File: src/rtl/bp_pht_ctrl_if.sv
// Fetch/commit-side bundle of the gshare predictor controller: lookup request
// and prediction, training-update handshake, and init status.
interface bp_pht_ctrl_if #(
    parameter int GHR_W = 6
);
    logic             lookup_valid;
    logic [31:0]      lookup_pc;
    logic             pred_taken;
    logic [GHR_W-1:0] pred_ghr;
    logic             upd_valid;
    logic             upd_ready;
    logic [31:0]      upd_pc;
    logic [GHR_W-1:0] upd_ghr;
    logic             upd_taken;
    logic             upd_mispredict;
    logic             init_busy;

    // Fetch/commit side.
    modport master (
        output lookup_valid, lookup_pc,
        output upd_valid, upd_pc, upd_ghr, upd_taken, upd_mispredict,
        input  pred_taken, pred_ghr, upd_ready, init_busy
    );

    // Predictor side.
    modport slave (
        input  lookup_valid, lookup_pc,
        input  upd_valid, upd_pc, upd_ghr, upd_taken, upd_mispredict,
        output pred_taken, pred_ghr, upd_ready, init_busy
    );
endinterface

File: src/rtl/bp_pht_ctrl.sv
// Gshare branch-direction predictor controller. Owns a PHT of 2-bit saturating
// counters and the speculative GHR, answers one lookup per cycle with zero
// latency, queues commit-time training updates and drains them one per cycle.
// After reset the PHT is swept to weak-taken before normal operation starts.
module bp_pht_ctrl #(
    parameter int PHT_IDX_W   = 6,
    parameter int GHR_W       = 6,
    parameter int UPD_Q_DEPTH = 4
) (
    input  logic          clk,
    input  logic          rst,
    bp_pht_ctrl_if.slave  bus
);
    localparam int PHT_ENTRIES = 1 << PHT_IDX_W;
    localparam int QPTR_W      = $clog2(UPD_Q_DEPTH);
    localparam int QCNT_W      = QPTR_W + 1;

    typedef enum logic {ST_INIT, ST_RUN} state_t;

    state_t               state;
    logic [PHT_IDX_W-1:0] init_cnt;
    logic                 init_busy_q;
    logic [GHR_W-1:0]     ghr;

    // NOTE: the PHT and queue payload are plain storage without reset; the
    // init sweep defines every PHT entry and the queue pointers guard the rest.
    logic [1:0]           pht     [PHT_ENTRIES];
    logic [PHT_IDX_W-1:0] q_idx   [UPD_Q_DEPTH];
    logic                 q_taken [UPD_Q_DEPTH];
    logic [QPTR_W-1:0]    q_head;
    logic [QPTR_W-1:0]    q_tail;
    logic [QCNT_W-1:0]    q_count;

    logic                 run;
    logic                 upd_accept;
    logic                 drain;
    logic [PHT_IDX_W-1:0] lookup_idx;
    logic [PHT_IDX_W-1:0] upd_idx;
    logic [1:0]           lookup_ctr;
    logic [PHT_IDX_W-1:0] head_idx;
    logic [1:0]           head_ctr;
    logic [1:0]           head_next;

    // Gshare index: PC word-index bits XOR the zero-extended history.
    function automatic logic [PHT_IDX_W-1:0] pht_idx(
        input logic [PHT_IDX_W-1:0] pc_bits,
        input logic [GHR_W-1:0]     h
    );
        logic [PHT_IDX_W-1:0] hx;
        hx           = '0;
        hx[GHR_W-1:0] = h;
        return pc_bits ^ hx;
    endfunction

    // Lookup, handshake and drain read-modify-write datapath.
    always_comb begin
        // NOTE: every output of this block gets a value up front so no path
        // leaves one unassigned and no latch is inferred.
        head_next      = '0;
        run            = (state == ST_RUN) && !rst;
        lookup_idx     = pht_idx(bus.lookup_pc[PHT_IDX_W+1:2], ghr);
        upd_idx        = pht_idx(bus.upd_pc[PHT_IDX_W+1:2], bus.upd_ghr);
        lookup_ctr     = pht[lookup_idx];
        bus.pred_taken = run && lookup_ctr[1];
        bus.pred_ghr   = ghr;
        bus.upd_ready  = run && (q_count != QCNT_W'(UPD_Q_DEPTH));
        bus.init_busy  = init_busy_q;
        upd_accept     = bus.upd_valid && bus.upd_ready;
        drain          = run && (q_count != '0);
        head_idx       = q_idx[q_head];
        head_ctr       = pht[head_idx];
        if (q_taken[q_head]) begin
            head_next = (head_ctr == 2'b11) ? 2'b11 : head_ctr + 2'b01;
        end else begin
            head_next = (head_ctr == 2'b00) ? 2'b00 : head_ctr - 2'b01;
        end
    end

    // Init/run sequencer: sweeps init_cnt across the PHT, then enters RUN.
    always_ff @(posedge clk) begin
        // NOTE: sequential state uses non-blocking assignments so every
        // register samples pre-edge values regardless of statement order.
        if (rst) begin
            state       <= ST_INIT;
            init_cnt    <= '0;
            init_busy_q <= 1'b1;
        end else if (state == ST_INIT) begin
            init_cnt <= init_cnt + PHT_IDX_W'(1);
            if (init_cnt == '1) begin
                state       <= ST_RUN;
                init_busy_q <= 1'b0;
            end
        end
    end

    // Single PHT write port: init sweep or drain of the queue head.
    always_ff @(posedge clk) begin
        if (!rst && state == ST_INIT) begin
            pht[init_cnt] <= 2'b10;
        end else if (drain) begin
            pht[head_idx] <= head_next;
        end
    end

    // Queue payload write on accepted updates.
    always_ff @(posedge clk) begin
        if (upd_accept) begin
            q_idx[q_tail]   <= upd_idx;
            q_taken[q_tail] <= bus.upd_taken;
        end
    end

    // Queue pointers and occupancy; pointers wrap at the power-of-2 depth.
    always_ff @(posedge clk) begin
        if (rst) begin
            q_head  <= '0;
            q_tail  <= '0;
            q_count <= '0;
        end else begin
            if (upd_accept) q_tail <= q_tail + QPTR_W'(1);
            if (drain)      q_head <= q_head + QPTR_W'(1);
            if (upd_accept && !drain) begin
                q_count <= q_count + QCNT_W'(1);
            end else if (drain && !upd_accept) begin
                q_count <= q_count - QCNT_W'(1);
            end
        end
    end

    // Speculative history: mispredict restore wins over the lookup shift.
    always_ff @(posedge clk) begin
        if (rst) begin
            ghr <= '0;
        end else if (run) begin
            if (upd_accept && bus.upd_mispredict) begin
                ghr <= {bus.upd_ghr[GHR_W-2:0], bus.upd_taken};
            end else if (bus.lookup_valid) begin
                ghr <= {ghr[GHR_W-2:0], bus.pred_taken};
            end
        end
    end

    // An underflow wraps the counter above the depth, so one bound covers both.
    assert property (@(posedge clk) disable iff (rst) q_count <= QCNT_W'(UPD_Q_DEPTH))
        else $error("bp_pht_ctrl: update queue count out of range");

    // Address bits outside the index field and the dropped history MSB.
    logic unused_bits;
    assign unused_bits = ^{bus.lookup_pc[31:PHT_IDX_W+2], bus.lookup_pc[1:0],
                           bus.upd_pc[31:PHT_IDX_W+2], bus.upd_pc[1:0],
                           bus.upd_ghr[GHR_W-1], lookup_ctr[0]};
endmodule

File: src/flat_wrapper.sv
// flat-port wrapper written by rule: the top's interface ports become plain ports
module bp_pht_ctrl_flat 
#(
    parameter int PHT_IDX_W   = 6,
    parameter int GHR_W       = 6,
    parameter int UPD_Q_DEPTH = 4
)
  (clk, rst, bus_lookup_valid, bus_lookup_pc, bus_upd_valid, bus_upd_pc, bus_upd_ghr, bus_upd_taken, bus_upd_mispredict, bus_pred_taken, bus_pred_ghr, bus_upd_ready, bus_init_busy);
  bp_pht_ctrl_if #(.GHR_W(GHR_W)) bus_i ();
  input  logic clk;
  input  logic rst;
  input wire logic [$bits(bus_i.lookup_valid)-1:0] bus_lookup_valid;
  input wire logic [$bits(bus_i.lookup_pc)-1:0] bus_lookup_pc;
  input wire logic [$bits(bus_i.upd_valid)-1:0] bus_upd_valid;
  input wire logic [$bits(bus_i.upd_pc)-1:0] bus_upd_pc;
  input wire logic [$bits(bus_i.upd_ghr)-1:0] bus_upd_ghr;
  input wire logic [$bits(bus_i.upd_taken)-1:0] bus_upd_taken;
  input wire logic [$bits(bus_i.upd_mispredict)-1:0] bus_upd_mispredict;
  output wire logic [$bits(bus_i.pred_taken)-1:0] bus_pred_taken;
  output wire logic [$bits(bus_i.pred_ghr)-1:0] bus_pred_ghr;
  output wire logic [$bits(bus_i.upd_ready)-1:0] bus_upd_ready;
  output wire logic [$bits(bus_i.init_busy)-1:0] bus_init_busy;
  assign bus_i.lookup_valid = bus_lookup_valid;
  assign bus_i.lookup_pc = bus_lookup_pc;
  assign bus_i.upd_valid = bus_upd_valid;
  assign bus_i.upd_pc = bus_upd_pc;
  assign bus_i.upd_ghr = bus_upd_ghr;
  assign bus_i.upd_taken = bus_upd_taken;
  assign bus_i.upd_mispredict = bus_upd_mispredict;
  assign bus_pred_taken = bus_i.pred_taken;
  assign bus_pred_ghr = bus_i.pred_ghr;
  assign bus_upd_ready = bus_i.upd_ready;
  assign bus_init_busy = bus_i.init_busy;
  bp_pht_ctrl #(.PHT_IDX_W(PHT_IDX_W), .GHR_W(GHR_W), .UPD_Q_DEPTH(UPD_Q_DEPTH)) u_core (.clk(clk), .rst(rst), .bus(bus_i));
endmodule
File: config.mk
export PLATFORM = sky130hd
export DESIGN_NAME = bp_pht_ctrl_flat
export DESIGN_NICKNAME = d
export VERILOG_FILES = /design/src/rtl/bp_pht_ctrl_if.sv /design/src/rtl/bp_pht_ctrl.sv /design/src/flat_wrapper.sv
export SDC_FILE = /design/constraint.sdc
export NUM_CORES = 1
export LEC_CHECK = 0
export CAP_MARGIN = 25
export CORE_MARGIN = 3
export CORE_UTILIZATION = 48
export DETAILED_ROUTE_END_ITERATION = 12
export PLACE_DENSITY = 0.7
export REMOVE_ABC_BUFFERS = 1
export SLEW_MARGIN = 20
export SYNTH_ARGS = -nofsm -noshare
export SYNTH_HDL_FRONTEND = slang
export SYNTH_SLANG_ARGS = --single-unit
File: constraint.sdc
create_clock -name clk -period 5.1 [get_ports clk]
set_clock_uncertainty 0.15 [all_clocks]
set_input_delay 1.02 -clock clk [delete_from_list [all_inputs] [get_ports clk]]
set_output_delay 1.02 -clock clk [all_outputs]
set_load 0.005 [all_outputs]
After elaboration in Yosys (flattened, before gate mapping). Memory sizes are Yosys's and may differ from the RTL's. A register that Yosys moved wholly into a read port is not among the register bits. Index checks and enable logic that the tools add are counted.

Memories kept: 3. RAM bits: 156. Word-level logic and storage cells: 65. Output and inout port bits: 9. Register bits after elaboration: 21. Input port bits: 76.

$add $sub $neg: 7. Equal/unequal tests: 3. Muxes and demuxes: 23. Bitwise logic cells: 3. Reduce and logical (&&, ||, !) cells: 19.

Memories: u_core.pht (words 64, bits a word 2, rd ports 2, clocked after Yosys merged registers in 0, wr ports 1, line bp_pht_ctrl.sv:27) `logic [1:0] pht [PHT_ENTRIES];`; u_core.q_idx (words 4, bits a word 6, rd ports 1, clocked after Yosys merged registers in 1, wr ports 1, line bp_pht_ctrl.sv:28) `logic [PHT_IDX_W-1:0] q_idx [UPD_Q_DEPTH];`; u_core.q_taken (words 4, bits a word 1, rd ports 1, clocked after Yosys merged registers in 1, wr ports 1, line bp_pht_ctrl.sv:29) `logic q_taken [UPD_Q_DEPTH];`.

Operators with widths (count): 2-to-1 mux 6 bit (3); 2-to-1 mux 2 bit (8); XOR 6 bit (2); 2-to-1 mux 1 bit (10); logical AND 1 bit (9); adder 2 x 1 -> 2 bit, second input constant (3); adder 6 x 1 -> 6 bit, second input constant (1); == test 6 bit, second input constant (1); 2-to-1 mux 3 bit (2); AND reduction 2 bit (2); nonzero test 2 bit (2); adder 3 x 1 -> 3 bit, second input constant (1); zero test 1 bit (3); != test 3 bit, second input constant (1); nonzero test 3 bit (1); subtractor 3 x 1 -> 3 bit, second input constant (1); == test 2 bit, second input constant (1); zero test 2 bit (1); OR reduction 2 bit (1); subtractor 2 x 1 -> 2 bit, second input constant (1); NOT 1 bit (1).

Longest topological paths before layout. Gate-level depths: netlist (run 1).

Word-level depth: 8. Mapped depth: 12. Depth with buffers taken out: 9.

Worst setup path after synthesis (run 1). No wires, ideal clock.

Path kind: input port to output port. Start: in bus_lookup_pc[2]. End: out bus_pred_taken. Setup slack: 1.115 ns. Stages on the path: 6. Arrival time: 2.815 ns. Required time: 3.930 ns. Buffers on the path: 0. Path through: xor2_2 -> mux4_2 -> mux4_2 -> and3b_1 -> a31oi_1 -> o21ai_1.

Word-level cells in the longest chain between the ends: 3.

Ends and longest elaborated chain: start, declared (line flat_wrapper.sv:13) `input wire logic [$bits(bus_i.lookup_pc)-1:0] bus_lookup_pc;`; XOR 6 bit (line bp_pht_ctrl.sv:52) `return pc_bits ^ hx;`; memory read (64 x 2 bit); logical AND 1 bit (line bp_pht_ctrl.sv:64) `bus.pred_taken = run && lookup_ctr[1];`; end, declared (line flat_wrapper.sv:19) `output wire logic [$bits(bus_i.pred_taken)-1:0] bus_pred_taken;`.

No other way between the ends.

Worst setup path in the final report (run 1). Same ends and word-level chain as after synthesis.

==> Flow_metrics.wiki, run 1 <==
{| class="wikitable"
! Metric !! Value
|-
| Filler Cell Count || 1385
|-
| Post-CTS Setup Bufs || 0
|-
| Top area cells in the synthesized netlist || sky130_fd_sc_hd__edfxtp_1, sky130_fd_sc_hd__mux4_2, sky130_fd_sc_hd__mux2i_1, sky130_fd_sc_hd__dfxtp_1, sky130_fd_sc_hd__nor2_1
|-
| Final Hold Vio Count || 0
|-
| Final antenna-violating net count || 0
|-
| Data arrival, critical path || between 3 and 4 ns
|-
| Top FF cell, synth || sky130_fd_sc_hd__edfxtp_1
|-
| CTS H-tree depth || 4
|-
| Cell type with the highest aggregate area in the netlist || sky130_fd_sc_hd__edfxtp_1
|-
| Via total after detailed routing || 5268
|-
| Area added between synthesis and finish || 13.2%
|-
| Total Nets Final || between 700 and 800
|-
| Standard-cell row count || 47
|-
| Die Ht || between 100 and 150 um
|-
| Number of placed instances with taps included || 855
|-
| Util after Layout || a little under three fifths
|-
| Min Tclk post-route || between 4 and 5 ns
|-
| Synth warn || 0
|-
| Unique cell type count in the Yosys netlist || 55
|-
| Global-route wire length before repair || 29.6 mm
|-
| Number of sinks on the clock net || around 180
|-
| RePlAce Congestion || between 0.8 and 0.9
|-
| Pwr per Cell Area || around 310 nW/um^2
|-
| Number of buffers on the longest clock path || 2
|-
| Result of the run || finished, final reports clean
|-
| Largest net degree at the start of global routing || 65
|-
| Iteration-0 DRC count of the detailed router || approximately 460
|-
| Synth cell count leaders || sky130_fd_sc_hd__edfxtp_1, sky130_fd_sc_hd__nor2_1, sky130_fd_sc_hd__nand2_1
|-
| DRC Markers || 0
|-
| Post-route worst hold slack || ~0.33 ns
|-
| Power consumption || 0.00297 W
|-
| Max-slew violation count || 0
|-
| Synth async-reset ratio || 0%
|-
| Starting density of the core || 49.9%
|-
| CTS tree || done
|-
| Routed wire length per instance || roughly 21 um
|-
| Half-perimeter wire length of the detailed placement result || approximately 13 mm
|-
| Total Die Area || between 15000 and 20000 sq um
|-
| Post-synthesis cell area || 8390 sq um
|-
| Critical Path RT || 3.93 ns
|-
| Quantity of hold-fixing buffers added after cts || 0
|-
| Maximum frequency from static timing analysis || between 200 and 250 MHz
|-
| Fraction of layout cells with a size suffix above 1 || a little over an eighth
|-
| Count of input and output buffers || 32
|-
| Worst slew pin tran || 0.935 ns
|-
| TritonCTS buffer count || 17
|-
| Class of the tightest hold or removal check || reg2reg
|-
| Mapped Avg Cell Area || about 14 sq um
|-
| Slew Limit Headroom || between 30% and 40%
|-
| Die Wd || ~140 um
|-
| Critical path, cell by cell || clkdlybuf4s50_1, xor2_2, buf_12, mux4_2, mux4_2, and3b_1, a31oi_1, o21ai_1, clkdlybuf4s50_1
|-
| Via density per instance || between 5 and 6
|-
| RSZ-0062 raised after global routing || no
|-
| Clock-pin transition on the worst setup and hold timing paths || about 0.060 ns
|-
| Number of instances in the synthesized netlist || 620
|-
| Antenna fix cells || 0
|-
| Clock root buffer master || sky130_fd_sc_hd__clkbuf_16
|-
| CP max-delay cell || sky130_fd_sc_hd__clkdlybuf4s50_1
|-
| Number of antenna violations at the first check in global routing || 0
|-
| Sum of negative setup slack || 0 ns
|-
| Total of endpoints with negative setup slack in the final report || 0
|-
| Category of the worst setup path capture point || output port
|-
| Core box area || roughly 17000 sq um
|-
| Most used standard cell by instance count after synthesis || sky130_fd_sc_hd__edfxtp_1
|-
| Number of enable flip-flop cells after synthesis || ~160
|-
| Top-area cell type share of the netlist area || between 50% and 60%
|-
| Sequential fraction of the synthesis area || approximately three fifths
|-
| Static leakage || ~3.1 nW
|-
| Number of iterations in the first detailed-routing pass || 5
|-
| Max FO, Critical Path || 5
|-
| Maximum single-stage delay on the critical path || roughly 0.5 ns
|-
| Seq cells post-synth || about 180
|-
| Ports || 85
|-
| Tcrit/Tclk final || 97.8%
|-
| Post-Layout Cell Count || slightly below 900
|-
| Routed wire length || between 15 and 20 mm
|-
| Gr usage total || about a fifth
|-
| Max Cap Violations || 0
|-
| Crit Path Class || in2out
|-
| Total congestion overflow || 0
|-
| VDD IR max || roughly 0.00027 V
|-
| Via count of the first global-routing pass || between 5k and 6k
|-
| Critical Path Source Type || input port
|-
| Insertion delay of the later-clocked pin in the worst-skew pair || between 0.4 and 0.5 ns
|}
-- sequential cells by signal, indices dropped and copies added (netlist names), 2 cells and up, named ones only --
signal / cells
u_core.q_tail: 2
u_core.q_taken: 4
u_core.q_count: 3
u_core.pht: 128
u_core.init_cnt: 6
u_core.bus.pred_ghr: 6
u_core.q_head: 2
u_core.q_idx: 24
-- cell usage in the layout (no fill, tap or decap), types with 4 or more instances in the layout --
| master | count |
|---|---|
| sky130_fd_sc_hd__and2_0 | 7 |
| sky130_fd_sc_hd__a21oi_1 | 23 |
| sky130_fd_sc_hd__nor2b_1 | 5 |
| sky130_fd_sc_hd__and2_1 | 4 |
| sky130_fd_sc_hd__ha_1 | 6 |
| sky130_fd_sc_hd__clkdlybuf4s50_1 | 32 |
| sky130_fd_sc_hd__mux2_2 | 7 |
| sky130_fd_sc_hd__nand2_1 | 60 |
| sky130_fd_sc_hd__xnor2_1 | 5 |
| sky130_fd_sc_hd__edfxtp_1 | 156 |
| sky130_fd_sc_hd__a31oi_1 | 6 |
| sky130_fd_sc_hd__inv_1 | 7 |
| sky130_fd_sc_hd__a211oi_1 | 14 |
| sky130_fd_sc_hd__a311oi_1 | 8 |
| sky130_fd_sc_hd__clkbuf_16 | 17 |
| sky130_fd_sc_hd__nand3_1 | 12 |
| sky130_fd_sc_hd__dfxtp_1 | 23 |
| sky130_fd_sc_hd__mux4_2 | 28 |
| sky130_fd_sc_hd__mux2i_1 | 56 |
| sky130_fd_sc_hd__nor2_1 | 92 |
| sky130_fd_sc_hd__and3_1 | 7 |
| sky130_fd_sc_hd__buf_4 | 12 |
| sky130_fd_sc_hd__o21ai_0 | 5 |
| sky130_fd_sc_hd__xor2_1 | 15 |
-- area by class of cell --
cell class                 instances  area (sq um)  area share, %
clock buffer                      18           429           4.52
multi-input combinational        402          3020           31.8
inverter                           8          30.0          0.316
clock inverter                    13           160           1.69
tap                              220           275           2.90
timing repair buffer              46           442           4.65
sequential                       179          5140           54.2
-- worst max-delay path, delay by kind of cell --
| kind | cells | cell delay, ns |
|---|---|---|
| xor+xnor | 1 | 0.20 |
| simple gates | 1 | 0.20 |
| buf+inv | 3 | 1.13 |
| mux | 2 | 0.98 |
| compound gates | 2 | 0.29 |
-- per-layer routing --
metal	wire, um	global-route usage (%)	share of wire, %
met5	0	0	0
met4	506	7.90	2.7
met3	1230	4.97	6.5
met2	9030	31.5	48
met1	8100	27.1	43
-- where the power goes --
| part | switching [W] | internal, W | total, W |
|---|---|---|---|
| clock network | 0.000530 | 0.000767 | 0.00130 |
| logic | 0.0000477 | 0.0000397 | 0.0000874 |
| registers | 0.00000394 | 0.00158 | 0.00158 |
-- path summary, 6_finish.rpt --
check                                                       start                           endpoint  slack, ns  cells after the start
worst min register to register  u_core.bus.init_busy$_SDFFE_PP1P_  u_core.bus.init_busy$_SDFFE_PP1P_       0.33                      2
worst max register to register                          flip-flop        u_core.pht[21][1]$_DFFE_PP_       0.74                      9
worst max-delay path                             bus_lookup_pc[2]                     bus_pred_taken       0.11                      9
worst min-delay path            u_core.bus.init_busy$_SDFFE_PP1P_  u_core.bus.init_busy$_SDFFE_PP1P_       0.33                      2
-- per-stage QoR --
stage	worst slack, ns	cell area (sq um)
4_1_cts	0.0768	9490
5_1_grt	0.000738	9500
3_3_place_gp	0.0567	8900
3_5_place_dp	0.0860	8900
2_1_floorplan	0.660	8190
6_report	0.110	9500
-- logic make-up (layout without fill, tap and decap cells) --
group / after synthesis / count (layout) / synth area share [%]
and+or+nand+nor: 204 / 204 / 10.6
DFF: 179 / 179 / 61.3
muxes: 91 / 91 / 15.1
AOI/OAI and AO/OA: 79 / 79 / 6.79
buffers and inverters: 39 / 85 / 2.73
xor gates and xnor gates: 21 / 21 / 2.28
adders and majority gates: 7 / 7 / 1.13
-- repair_timing --
action                                  4_1_cts  5_1_grt
endpoints found under the setup margin        0        1
gates resized for setup                       0        1
hold endpoints to repair                      0        0
Power figures use the tool's default switching activity.
==> run 2: changes to the inputs <==
CTS_CLUSTER_DIAMETER = 50   (was not set)
==> results of run 2 <==
No change in the layout: final DEF, timing and power equal those of run 1.
==> run 3: changes to the inputs <==
CTS_BUF_LIST = sky130_fd_sc_hd__clkbuf_2 sky130_fd_sc_hd__clkbuf_4 sky130_fd_sc_hd__clkbuf_8   (was not set)
==> run 3 against run 2 <==
  * Clock power decreased by 25%
  * Sequential power about the same
  * Design area decreased by 2.0%
  * Routed wire length increased by 0.14%
  * Register-to-register slack improved by 0.03 ns
  * Sequential share of layout area increased by 1.1 points
  * Highest routed layer unchanged
==> Flow_metrics.wiki, run 3 (synthesized netlist as in run 1, its figures left out) <==
{| class="wikitable"
! Metric !! Value
|-
| Result of the run || finished, final reports clean
|-
| Category of the worst setup path capture point || output port
|-
| Sw frac || roughly a fifth
|-
| Via count of the first global-routing pass || between 5k and 6k
|-
| Worst slew pin tran || roughly 0.92 ns
|-
| Max-slew violation count || 0
|-
| Routed wire length per instance || ~21 um
|-
| Crit Path Class || in2out
|-
| Final Hold Vio Count || 0
|-
| Data arrival, critical path || between 3 and 4 ns
|-
| Slew Limit Headroom || roughly two fifths
|-
| Class of the tightest hold or removal check || reg2reg
|-
| Max reg flops || approximately 130
|-
| Die Ht || approximately 140 um
|-
| Fraction of layout cells with a size suffix above 1 || a little over an eighth
|-
| Most used cells in the layout excluding fill and tap cells || sky130_fd_sc_hd__edfxtp_1, sky130_fd_sc_hd__nor2_1, sky130_fd_sc_hd__nand2_1
|-
| Clock root buffer master || sky130_fd_sc_hd__clkbuf_8
|-
| Total Nets Final || ~740
|-
| CTS H-tree depth || 4
|-
| Die Wd || 138 um
|-
| Post-CTS Setup Bufs || 0
|-
| Number of iterations in the first detailed-routing pass || 5
|-
| Standard-cell row count || 47
|-
| Net switching component of the power || around 0.00054 W
|-
| Total Die Area || 19100 sq um
|-
| Number of buffers on the longest clock path || 2
|-
| Static leakage || ~3 nW
|-
| RePlAce Congestion || ~0.86
|-
| Starting density of the core || between 40% and 50%
|-
| RSZ-0062 raised after global routing || no
|-
| Total congestion overflow || 0
|-
| Tcrit/Tclk final || between 90% and 100%
|-
| Largest net degree at the start of global routing || 65
|-
| Routed wire length || between 15 and 20 mm
|-
| Critical Path Source Type || input port
|-
| Number of antenna violations at the first check in global routing || 0
|-
| Iteration-0 DRC count of the detailed router || between 500 and 600
|-
| Part of the power in registers || about three fifths
|-
| DP Area || 8900 sq um
|-
| Worst hold path stage count || 2
|-
| Insertion delay of the later-clocked pin in the worst-skew pair || approximately 0.46 ns
|-
| Min Tclk post-route || 4.98 ns
|-
| Via total after detailed routing || 5298
|-
| DRC Markers || 0
|-
| Post-route worst setup slack || ~0.12 ns
|-
| Via density per instance || 5.98
|-
| Part of the total power dissipated in the clock network || ~37%
|-
| Sum of negative setup slack || 0 ns
|-
| Fraction of power consumed by combinational cells || about 3.3%
|-
| Total of endpoints with negative setup slack in the final report || 0
|-
| TritonCTS buffer count || 17
|-
| Core box area || approximately 17000 sq um
|-
| Final antenna-violating net count || 0
|-
| Cell-internal power || approximately 0.0021 W
|-
| Critical Path RT || 3.93 ns
|-
| Clock-pin transition on the worst setup and hold timing paths || around 0.09 ns
|-
| CTS tree || done
|-
| Count of input and output buffers || 32
|-
| VDD IR max || roughly 0.00021 V
|-
| Largest register by flop count || u_core.pht
|-
| Maximum frequency from static timing analysis || approximately 200 MHz
|-
| Leading cell type in the layout, fill and taps excluded || sky130_fd_sc_hd__edfxtp_1
|-
| Ports || 85
|-
| Number of sinks on the clock net || around 180
|-
| Worst reg2reg path depth || 9
|-
| Max FO, Critical Path || 5
|-
| Largest registers || u_core.pht (128), u_core.q_idx (24)
|-
| Global-route wire length before repair || 29.6 mm
|-
| Gr usage total || around a fifth
|-
| Layout Cell Area excl Fill || 9310 sq um
|-
| Area added between synthesis and finish || 11.0%
|-
| Half-perimeter wire length of the detailed placement result || around 13 mm
|-
| Antenna fix cells || 0
|-
| Place WS || roughly 0.086 ns
|-
| Max Cap Violations || 0
|-
| Pwr per Cell Area || around 280 nW/um^2
|}
run 3: cell count changes in the layout (fill, tap and decap cells not counted):
cell	change
sky130_fd_sc_hd__clkbuf_1	-1
sky130_fd_sc_hd__clkbuf_8	+17
sky130_fd_sc_hd__clkbuf_4	+1
sky130_fd_sc_hd__clkbuf_16	-17
run 3: worst paths after layout:
| check | from | to | slack [ns] |
|---|---|---|---|
| hold / removal | u_core.bus.init_busy$_SDFFE_PP1P_ | u_core.bus.init_busy$_SDFFE_PP1P_ | 0.33 |
| setup / recovery | bus_lookup_pc[2] | bus_pred_taken | 0.12 |
| setup reg to reg | flip-flop | u_core.pht[17][1]$_DFFE_PP_ | 0.77 |
| hold reg to reg | u_core.bus.init_busy$_SDFFE_PP1P_ | u_core.bus.init_busy$_SDFFE_PP1P_ | 0.33 |
run 3: power by group through the flow:
stage	registers (W)	logic [W]	clock network (W)
after global routing	0.00158	0.0000940	0.00106
after CTS	0.00158	0.0000870	0.000992
after global placement	0.00162	0.0000847	0
after floorplan	0.00161	0.0000395	0
final	0.00158	0.0000875	0.000977
after detailed placement	0.00162	0.0000866	0
run 3: critical path, cell delays in order:
cell and delay (ns):
sky130_fd_sc_hd__clkdlybuf4s50_1 0.51, sky130_fd_sc_hd__xor2_2 0.20, sky130_fd_sc_hd__buf_12 0.15, sky130_fd_sc_hd__mux4_2 0.50, sky130_fd_sc_hd__mux4_2 0.49, sky130_fd_sc_hd__and3b_1 0.19
sky130_fd_sc_hd__a31oi_1 0.15, sky130_fd_sc_hd__o21ai_1 0.14, sky130_fd_sc_hd__clkdlybuf4s50_1 0.47
run 3: cell type report:
type	count	area [sq um]
clock inverter	13	160
multi-input combinational	402	3020
timing repair buffer	46	442
fill	1415	7510
sequential	179	5140
tap	220	275
clock buffer	18	241
inverter	8	30.0
run 3: repair_timing:
action | CTS | global route
endpoints found under the setup margin | 0 | 1
gates resized for setup | 0 | 1
hold buffers | 0 | 0
run 3: layer usage:
layer / share of wire, % / vias up / wire length [um] / global-route usage (%)
met5: 0 / - / 0 / 0
met4: 2.4 / 0 / 462 / 6.45
met3: 6.2 / 45 / 1160 / 4.90
met2: 48 / 196 / 9010 / 31.5
met1: 44 / 2652 / 8250 / 27.6
li1: - / 2405 / - / -
run 3: metrics by stage:
step	util, %	cells	hold WS (ns)	power (W)
2_1_floorplan	-	589	0.310	0.00165
3_3_place_gp	52.9	855	0.307	0.00170
3_5_place_dp	52.9	855	0.318	0.00170
4_1_cts	55.3	886	0.333	0.00266
5_1_grt	55.3	886	0.358	0.00274
6_report	55.3	886	0.331	0.00265
